`src/rtl/in_buff_rr_arbiter_pkg.sv`:
```
// Shared types and defaults for the round-robin input-buffer arbiter.
package in_buff_rr_arbiter_pkg;

    localparam int unsigned BL_W_DEF = 8;

    typedef enum logic {
        ST_IDLE  = 1'b0,
        ST_BURST = 1'b1
    } state_t;

endpackage

```
`src/rtl/in_buff_rr_arbiter_rr_pick.sv`:
```
// Rotating-priority encoder: first set bit of req at or after start, wrapping.
module rr_pick
    import in_buff_rr_arbiter_pkg::*;
#(
    parameter int unsigned N = 4,
    parameter int unsigned W = $clog2(N)
) (
    input  logic [N-1:0] req,
    input  logic [W-1:0] start,
    output logic [W-1:0] idx,
    output logic         found
);

    logic [W:0] pos;

    always_comb begin
        idx   = '0;
        found = 1'b0;
        pos   = '0;
        for (int unsigned i = 0; i < N; i++) begin
            // One extra bit holds start+i; explicit wrap keeps non-power-of-2 N correct.
            pos = {1'b0, start} + (W+1)'(i);
            if (pos >= (W+1)'(N)) begin
                pos = pos - (W+1)'(N);
            end
            if (!found && req[pos[W-1:0]]) begin
                found = 1'b1;
                idx   = pos[W-1:0];
            end
        end
    end

endmodule

```
`src/rtl/in_buff_rr_arbiter.sv`:
```
// Burst round-robin arbiter draining per-channel FIFOs into one registered ingest port.
module in_buff_rr_arbiter
    import in_buff_rr_arbiter_pkg::*;
#(
    parameter int unsigned DATA_WIDTH = 16,
    parameter int unsigned NUM_CH     = 4,
    parameter int unsigned CH_W       = $clog2(NUM_CH),
    parameter int unsigned BL_W       = BL_W_DEF
) (
    input  logic                         clk,
    input  logic                         reset,
    input  logic                         enable,
    input  logic [BL_W-1:0]              burst_len,
    input  logic [NUM_CH-1:0]            ch_valid,
    input  logic [NUM_CH*DATA_WIDTH-1:0] ch_data,
    input  logic [NUM_CH-1:0]            ch_almost_full,
    output logic [NUM_CH-1:0]            ch_ready,
    output logic                         out_valid,
    output logic [DATA_WIDTH-1:0]        out_data,
    output logic [CH_W-1:0]              out_ch,
    output logic                         out_last,
    input  logic                         out_ready,
    output logic                         busy
);

    state_t                state;
    logic [CH_W-1:0]       rr_ptr;
    logic [CH_W-1:0]       grant;
    logic [BL_W-1:0]       beat_cnt;
    logic [BL_W-1:0]       len;

    logic                  stage_free;
    logic                  sel_valid;
    logic [DATA_WIDTH-1:0] sel_data;
    logic                  xfer;
    logic                  last_beat;
    logic [CH_W-1:0]       next_ptr;
    logic [BL_W-1:0]       start_len;

    logic [NUM_CH-1:0]     urgent;
    logic [CH_W-1:0]       urg_idx;
    logic                  urg_found;
    logic [CH_W-1:0]       plain_idx;
    logic                  plain_found;
    logic [CH_W-1:0]       pick_idx;

    assign urgent = ch_valid & ch_almost_full;

    rr_pick #(.N(NUM_CH), .W(CH_W)) u_pick_urgent (
        .req   (urgent),
        .start (rr_ptr),
        .idx   (urg_idx),
        .found (urg_found)
    );

    rr_pick #(.N(NUM_CH), .W(CH_W)) u_pick_plain (
        .req   (ch_valid),
        .start (rr_ptr),
        .idx   (plain_idx),
        .found (plain_found)
    );

    assign pick_idx   = urg_found ? urg_idx : plain_idx;
    assign stage_free = !out_valid || out_ready;
    assign sel_valid  = ch_valid[grant];
    assign xfer       = (state == ST_BURST) && stage_free && sel_valid;
    assign last_beat  = (beat_cnt == len - 1'b1);
    assign next_ptr   = (grant == CH_W'(NUM_CH - 1)) ? '0 : grant + 1'b1;
    assign start_len  = (burst_len == '0) ? BL_W'(1) : burst_len;
    assign busy       = (state == ST_BURST);

    always_comb begin
        sel_data = '0;
        ch_ready = '0;
        for (int unsigned i = 0; i < NUM_CH; i++) begin
            if (grant == CH_W'(i)) begin
                sel_data    = ch_data[i*DATA_WIDTH +: DATA_WIDTH];
                ch_ready[i] = (state == ST_BURST) && stage_free;
            end
        end
    end

    always_ff @(posedge clk or posedge reset) begin
        if (reset) begin
            state     <= ST_IDLE;
            rr_ptr    <= '0;
            grant     <= '0;
            beat_cnt  <= '0;
            len       <= '0;
            out_valid <= 1'b0;
            out_data  <= '0;
            out_ch    <= '0;
            out_last  <= 1'b0;
        end else begin
            if (xfer) begin
                out_valid <= 1'b1;
                out_data  <= sel_data;
                out_ch    <= grant;
                out_last  <= last_beat;
            end else if (out_ready) begin
                out_valid <= 1'b0;
            end

            case (state)
                ST_IDLE: begin
                    if (enable && (|ch_valid)) begin
                        grant    <= pick_idx;
                        len      <= start_len;
                        beat_cnt <= '0;
                        state    <= ST_BURST;
                    end
                end
                ST_BURST: begin
                    if (xfer) begin
                        beat_cnt <= beat_cnt + 1'b1;
                        if (last_beat) begin
                            state  <= ST_IDLE;
                            rr_ptr <= next_ptr;
                        end
                    end else if (stage_free && !sel_valid) begin
                        // Channel ran dry with the stage able to take data: close the burst early.
                        state  <= ST_IDLE;
                        rr_ptr <= next_ptr;
                    end
                end
                default: state <= ST_IDLE;
            endcase
        end
    end

endmodule

```
`config.mk`:
```
export PLATFORM = sky130hd
export DESIGN_NAME = in_buff_rr_arbiter
export DESIGN_NICKNAME = d
export VERILOG_FILES = /design/src/rtl/in_buff_rr_arbiter_pkg.sv /design/src/rtl/in_buff_rr_arbiter_rr_pick.sv /design/src/rtl/in_buff_rr_arbiter.sv
export SDC_FILE = /design/constraint.sdc
export NUM_CORES = 1
export LEC_CHECK = 0
export ABC_AREA = 1
export CAP_MARGIN = 20
export CORE_MARGIN = 2
export CORE_UTILIZATION = 52
export DETAILED_ROUTE_END_ITERATION = 10
export DONT_BUFFER_PORTS = 1
export PLACE_DENSITY_LB_ADDON = 0.12
export SLEW_MARGIN = 20
export SYNTH_ARGS = -nofsm -noshare
export SYNTH_HDL_FRONTEND = slang
export SYNTH_HIERARCHICAL = 1
export SYNTH_SLANG_ARGS = --single-unit
```
`constraint.sdc`:
```
create_clock -name clk -period 1.6 [get_ports clk]
set_input_delay 0 -clock clk [delete_from_list [all_inputs] [get_ports clk]]
set_output_delay 0 -clock clk [all_outputs]
set_load 0.1 [all_outputs]
```
Word-level counts from Yosys, hierarchy flattened
Cells that the tools add are included.

cells by class
  bitwise logic cells = 2
  multipliers = 0
  shift-type cells = 0
  divide/modulo/power cells = 0
  mux-type cells = 61
  reductions and logical operators = 27
  add/sub/neg operators = 10
  $lt $le $gt $ge = 9
  equal/unequal tests = 7

operators with widths
  operator               count
  $mux W16               4
  $mux W2                17
  $mux W1                26
  $mux W8                3
  $bmux W1 S2            9
  $pmux W8 S2            1
  $lt A2 B3 Y1 const B   5
  $logic_and A1 B1 Y1    10
  $ge A3 B3 Y1 const B   3
  $add A8 B1 Y8 const B  1
  $eq A8 B8 Y1           1
  $logic_not A1 Y1       8
  $logic_not A8 Y1       1
  $sub A2 B1 Y2 const B  4
  $sub A8 B1 Y8 const B  1
  $add A2 B2 Y3 const B  2
  $and A4 B4 Y4          1
  $eq A2 B2 Y1 const B   2
  $ne A2 B1 Y1 const B   2
  $reduce_and A2 Y1      2
  $reduce_bool A2 Y1     2
  $reduce_or A4 Y1       1
  $add A2 B1 Y3 const B  1
  $ge A2 B3 Y1 const B   1
  other kinds (8)        8

storage, ports and cells
  memory bits (writable) = 0
  output and inout port bits = 25
  memories kept = 0
  bits in read-only memories = 0
  word-level logic and storage cells = 125
  register bits after elaboration = 41
  input port bits = 84
  bits in latches = 0

Logic depth before layout (Yosys ltp)
Gate-level depths: netlist of the first run.

  depth in word-level cells = 15
  depth in mapped cells = 16
  gate-level depth less buffers = 16

Modules after synthesis
Netlist of the first run, hierarchy kept.

modules (own cells, without submodules)
  module              cells an instance  instances  area an instance (sq um)
  in_buff_rr_arbiter  385                1          2,718.9
  rr_pick             59                 2          319.1

Least setup slack after synthesis of the first run
OpenSTA, ideal clock, no wires.

  path kind = flip-flop to output port
  start point = register state, in the netlist busy
  end point = output ch_ready[0]
  buffers on the path = 0
  setup slack = -1,129 ps
  arrival = 2,729 ps
  stages on the path, launching flop included = 5
  data required time = 1,600 ps
  cell sequence = dfrtp_1 > inv_2 > nor2_4 > inv_1 > nor2_1

on the way
  word-level cells in the longest chain between the ends = 2

ends and longest elaborated chain
  what                    RTL line                   text
  start, declared         in_buff_rr_arbiter.sv:26   state_t state;
  start signal, assigned  in_buff_rr_arbiter.sv:85   state <= ST_IDLE;
  start signal, assigned  in_buff_rr_arbiter.sv:110  state <= ST_BURST;
  start signal, assigned  in_buff_rr_arbiter.sv:117  state <= ST_IDLE;
  $logic_and A1 B1 Y1     in_buff_rr_arbiter.sv:78   ch_ready[i] = (state == ST_BURST) && stage_free;
  $mux W1                 in_buff_rr_arbiter.sv:76   if (grant == CH_W'(i)) begin
  end, declared           in_buff_rr_arbiter.sv:17   output logic [NUM_CH-1:0] ch_ready,

No other way between the ends.

Final worst setup path of the first run
  start point = register len[0]
  end point = register rr_ptr[0]

on the way
  word-level cells in the longest chain between the ends = 4

ends and longest elaborated chain
  what                                RTL line                   text
  start, declared                     in_buff_rr_arbiter.sv:30   logic [BL_W-1:0] len;
  start signal, assigned              in_buff_rr_arbiter.sv:108  len <= start_len;
  $sub A8 B1 Y8                       in_buff_rr_arbiter.sv:67   assign last_beat = (beat_cnt == len - 1'b1);
  $eq A8 B8 Y1                        in_buff_rr_arbiter.sv:67
  $ne A2 B1 Y1 (no source line)       -
  $reduce_and A3 Y1 (no source line)  -
  end signal, assigned                in_buff_rr_arbiter.sv:118  rr_ptr <= next_ptr;
  end signal, assigned                in_buff_rr_arbiter.sv:123  rr_ptr <= next_ptr;
  end, declared                       in_buff_rr_arbiter.sv:27   logic [CH_W-1:0] rr_ptr;

No other way between the ends.
A chain may end at the register's enable or synchronous reset.

==> impl_metrics.json, run 1 <==
{
  "max-vdd-ir-drop_mv": 1.83,
  "drive_above_1_share_pct": 30.0,
  "num-fill-cells": 504,
  "grt_use_met1_pct": 30.4,
  "power.density_nw_per_um2": 2480,
  "yosys_warnings": 6,
  "hold_class": "primary input to flip-flop",
  "dp_cells": 612,
  "nets": 676,
  "port_buffers": 0,
  "cts-root-buf": "clkbuf_8",
  "place_hpwl_um": 6450,
  "clk_pin_slew_worst_paths_ns": 0.09,
  "wirelength_um": 9210,
  "wl_per_cell_um": 13.9,
  "cts_sinks": 41,
  "power_w": 0.0115,
  "worstMarginPinSlew_ns": 0.547,
  "first_pass_iters": 5,
  "stdcell_area_um2": 4630,
  "diodes": 0,
  "chipHeight_um": 84.3,
  "antenna_found_initial": 0,
  "finalSetupViolations": 5,
  "crit_type": "flip-flop to flip-flop",
  "max_freq_ghz": 0.602,
  "setup_ws_ns": -0.0606,
  "required_ns": 1.80,
  "grt_usage_pct": 25.2,
  "grt.busiest_layer": "met2",
  "grt_pass1_wl_um": 14800,
  "avgSynthCellArea_um2": 6.67,
  "gr-total-overflow": 0,
  "insertion_delay_ns": 0.30,
  "io_pins": 109,
  "cts_buffers": 5,
  "timing.final.crit_share_pct": 104,
  "finalHoldViolCount": 1,
  "netlist_area_um2": 3350,
  "finalNonFillerCells": 664,
  "hold_path_depth": 4,
  "holdWs_ns": -0.00845,
  "violations": "negative hold slack, negative setup slack",
  "netlist_instances": 502,
  "setup_tns_ns": -0.206,
  "met3_usage_pct": 4.92,
  "maxCapViolCount": 0,
  "synth_fp_nets": 592,
  "met2_usage_pct": 46.0,
  "via_per_inst": 5.24,
  "p_leak_nw": 2.30,
  "die_w_um": 84.3,
  "rsz0062_at_grt": "true",
  "initial_core_util_pct": 53.4,
  "status": "finished with violations",
  "end_kind": "flip-flop",
  "cp_max_fo": 4,
  "grt_max_degree": 42,
  "drtIter0Drc": 155,
  "die_area_um2": 7100,
  "place_congestion": 0.900,
  "maxSlewHeadroom_pct": 63.5,
  "cts_tree": "done",
  "worstPathArrival_ns": 1.86,
  "vias": 3478,
  "core_um2": 6280,
  "placed_area_um2": 3840,
  "clk_path_buf_depth": 2,
  "reg2reg_depth": 12,
  "skew_ns": 0.00605,
  "area_delta_synth_final_pct": 38.3,
  "grt_pass1_vias": 3246,
  "post-place-ws_ns": -0.113,
  "start_kind": "flip-flop",
  "antenna_left": 0,
  "drcViolationCount": 0,
  "slew_violations": 0,
  "htreeDepth": 2,
  "rows": 29,
  "fin_crit_ns": 1.66
}
==> metal layers <==
metal / vias to the layer above / share of wire [%]
met3: 10 / 6.9
met4: 0 / 1.4
met2: 124 / 51
li1: 1777 / -
met5: - / 0
met1: 1567 / 40
==> stage by stage <==
step	util [%]	hold WS [ns]
finish	73.8	-0.00845
floorplan	-	0.0928
detailed placement	61.1	0.0639
CTS	70.0	0.00541
global route	73.8	0.0234
global placement	61.1	0.0618
==> worst max-delay path, cell delays in order (launching register included) <==
cell     delay (ns)
dfrtp_1        0.37
inv_2          0.06
ha_4           0.26
xor2_1         0.14
nand2_1        0.07
nor2_1         0.08
nand2_1        0.08
nor2_1         0.11
nand2_1        0.10
nand2_2        0.12
nand2_2        0.07
nand2_2        0.06
nand2_2        0.05
==> final timing paths <==
path,start,endpoint,slack [ns]
worst max register to register,len[0]$_DFFE_PP0P_,rr_ptr[0]$_DFFE_PP0P_,-0.06
worst max-delay path,len[0]$_DFFE_PP0P_,rr_ptr[0]$_DFFE_PP0P_,-0.06
worst min register to register,out_data[9]$_DFFE_PP0P_,out_data[9]$_DFFE_PP0P_,0.49
max in group asynchronous,reset,busy$_DFF_PP0_,0.90
min in group asynchronous,reset,out_data[5]$_DFFE_PP0P_,0.27
worst min-delay path,ch_data[42],out_data[10]$_DFFE_PP0P_,-0.008
==> layout by cell type, fill, tap and decap left out, types with 5 or more instances in the layout <==
cell type	n
nand2_2	22
nor2_4	8
nand2_1	151
o21ai_1	25
nand3_2	6
nor2_1	24
dfrtp_1	35
inv_1	40
nand4_1	5
a21oi_2	8
buf_12	9
dlygate4sd3_1	28
dfrtp_2	5
nand3_1	33
o21ai_0	21
inv_2	9
clkbuf_8	5
buf_4	51
a21oi_1	32
o21ai_2	8
nand2_4	14
==> timing repair <==
item,4_1_cts,5_1_grt
endpoints found under the setup margin,25,30
hold buffers,28,0
buffers inserted,7,8
cloned,0,1
endpoints found under the hold margin,68,0
resized for setup,22,58
pin swaps,5,24
==> report_power, final <==
part	switching (W)	internal (W)	total [W]
Clock	0.000408	0.000629	0.00104
Combinational	0.00557	0.00296	0.00853
Sequential	0.000429	0.00149	0.00192
Total	0.00640	0.00508	0.0115
==> area by class of cell <==
| cell class | instances | area [um^2] | share of cell area (%) |
|---|---|---|---|
| Timing Repair Buffer | 95 | 943 | 20.4 |
| Tap cell | 77 | 96.3 | 2.08 |
| Sequential cell | 41 | 1040 | 22.4 |
| Clock buffer | 5 | 68.8 | 1.49 |
| Inverter | 57 | 236 | 5.11 |
| Multi-Input combinational cell | 386 | 2180 | 47.1 |
| Clock inverter | 3 | 68.8 | 1.49 |
==> registers in the layout, summed over array words and instances, names as in the netlist <==
register and cells:
out_data 16, beat_cnt 8, len 8, grant 2, out_ch 2, rr_ptr 2
busy 1, out_last 1, out_valid 1
No activity file was read; power rests on OpenSTA's default activity.
==> run 2, diff against run 1 <==
- TNS_END_PERCENT: default -> 100
- clock period: 1.6 -> 1.9 ns (I/O delays scaled with it)
==> run 2 against run 1 <==
Effect of this change: the run now ends clean; count of clock-buffer cells in the layout unchanged; cell count down 4.7%; sequential share of layout area up 2.6 points; largest cell class unchanged.
==> impl_metrics.json, run 2 (same netlist as run 1, synthesis figures left out) <==
{
  "drcViolationCount": 0,
  "rsz0062_at_grt": "false",
  "crit_type": "flip-flop to flip-flop",
  "finalSetupViolations": 0,
  "reg2reg_depth": 6,
  "wl_per_cell_um": 13.6,
  "maxSlewHeadroom_pct": 63.9,
  "clk_path_buf_depth": 2,
  "skew_ns": 0.00733,
  "area_delta_synth_final_pct": 23.2,
  "port_buffers": 0,
  "timing.final.crit_share_pct": 93.7,
  "p_leak_nw": 2.06,
  "start_kind": "flip-flop",
  "status": "finished clean",
  "grt_pass1_wl_um": 14000,
  "place_congestion": 0.952,
  "post-place-ws_ns": 0.0399,
  "hold_end": "out_data[15]$_DFFE_PP0P_",
  "drtIter0Drc": 135,
  "insertion_delay_ns": 0.30,
  "grt_pass1_vias": 3141,
  "multi_input_area_um2": 2040,
  "gr-total-overflow": 0,
  "fin_crit_ns": 1.78,
  "power.density_nw_per_um2": 2080,
  "antenna_left": 0,
  "grt_max_degree": 42,
  "required_ns": 2.14,
  "drive_above_1_share_pct": 20.7,
  "end_kind": "flip-flop",
  "regToRegSetupSlack_ns": 0.12,
  "r2r_start": "busy$_DFF_PP0_",
  "max_freq_ghz": 0.562,
  "finalHoldViolCount": 0,
  "hold_class": "primary input to flip-flop",
  "grt_use_met1_pct": 28.7,
  "worstMarginPinSlew_ns": 0.541,
  "num-fill-cells": 578,
  "met2_usage_pct": 43.1,
  "cts-root-buf": "clkbuf_8",
  "core_um2": 6280,
  "cts_sinks": 41,
  "largest_register": "out_data",
  "cts_tree": "done",
  "first_pass_iters": 4,
  "die_area_um2": 7100,
  "setup_tns_ns": 0,
  "grt.busiest_layer": "met2",
  "mostFrequentLayoutCell": "nand2_1",
  "worstPathArrival_ns": 2.02,
  "hold_path_depth": 4,
  "grt_usage_pct": 23.8,
  "maxCapViolCount": 0,
  "die_w_um": 84.3,
  "via_per_inst": 5.28,
  "clk_pin_slew_worst_paths_ns": 0.09,
  "r2r_end": "len[0]$_DFFE_PP0P_",
  "htreeDepth": 2,
  "holdCritStartpoint": "ch_data[47]",
  "place_hpwl_um": 6290,
  "initial_core_util_pct": 53.4,
  "cts_buffers": 5,
  "rows": 29,
  "seq_area_um2": 1030,
  "setup_ws_ns": 0.119,
  "max-vdd-ir-drop_mv": 1.03,
  "antenna_found_initial": 0,
  "met3_usage_pct": 4.13,
  "nets": 645,
  "slew_violations": 0,
  "reg_top3": "out_data: 16 flops, beat_cnt: 8 flops, len: 8 flops",
  "io_pins": 109,
  "wirelength_um": 8620,
  "largest_reg_flops": 16,
  "chipHeight_um": 84.3,
  "cp_max_fo": 15,
  "diodes": 0,
  "final_cell_mix": "nand2_1, inv_1, a21oi_1",
  "vias": 3340
}
[run 2: cell types whose count changed in the layout (fill, tap and decap cells not counted), moves of 3 or more]
cell,before,now
dfrtp_1,35,38
o21ai_1,25,15
o21ai_2,8,4
a21oi_2,8,0
nand2_1,151,159
inv_1,40,43
buf_12,9,4
buf_6,4,0
o21ai_0,21,35
nand2_4,14,7
buf_4,51,30
a21oi_1,32,40
[run 2: final cells by class]
| type | instances | share of cell area (%) |
|---|---|---|
| repair buffers | 62 | 14.2 |
| flip-flops and latches | 41 | 25.0 |
| multi-input cells | 386 | 49.4 |
| well taps | 77 | 2.34 |
| clock buffers | 5 | 1.67 |
| clock inverters | 3 | 1.67 |
| repair inverters | 2 | 0.303 |
| inverters | 57 | 5.43 |
[run 2: worst max path at each step]
stage                          startpoint                 endpoint  slack (ns)
CTS                 rr_ptr[0]$_DFFE_PP0P_     grant[1]$_DFFE_PP0P_        0.02
finish                     busy$_DFF_PP0_       len[0]$_DFFE_PP0P_        0.12
global route         grant[0]$_DFFE_PP0P_  out_data[0]$_DFFE_PP0P_       0.007
detailed placement  rr_ptr[0]$_DFFE_PP0P_     grant[1]$_DFFE_PP0P_        0.04
global placement    rr_ptr[0]$_DFFE_PP0P_     grant[1]$_DFFE_PP0P_        0.09
floorplan           out_valid$_DFFE_PP0P_    out_ch[0]$_DFFE_PP0P_        0.04
[run 2: power by group]
group | internal [W] | switching, W
logic | 0.00178 | 0.00438
registers | 0.00124 | 0.000318
clock network | 0.000529 | 0.000331
[run 2: metrics by stage]
step                      hold WS (ns)  total power, W  instance area [um^2]  util, %  std cells
after floorplan                 0.0964         0.00644                  3380        -        502
after CTS                      0.00928         0.00847                  4070     64.9        631
after global placement          0.0378         0.00743                  3650     58.2        595
after detailed placement        0.0466         0.00753                  3650     58.2        595
final                          0.00644         0.00858                  4130     65.7        633
after global routing            0.0459         0.00926                  4130     65.7        633
[run 2: timing repair]
action                                  4_1_cts  5_1_grt
endpoints found under the setup margin        0       14
hold buffers                                 28        0
buffers inserted                              0        0
gates resized for setup                       0       14
hold endpoints to repair                     67        0
[run 2: worst max-delay path, stage by stage (launching register included)]
cell and delay, ns:
dfrtp_2 0.41, inv_2 0.13, nand3_4 0.22, clkinvlp_4 0.23, nand2_1 0.08, o211ai_1 0.09, dlygate4sd3_1 0.56
[run 2: per-layer routing]
metal / vias up / wire [um]
met4: 0 / 228
met1: 1495 / 3720
met3: 16 / 501
met2: 116 / 4170
li1: 1713 / -
met5: - / 0
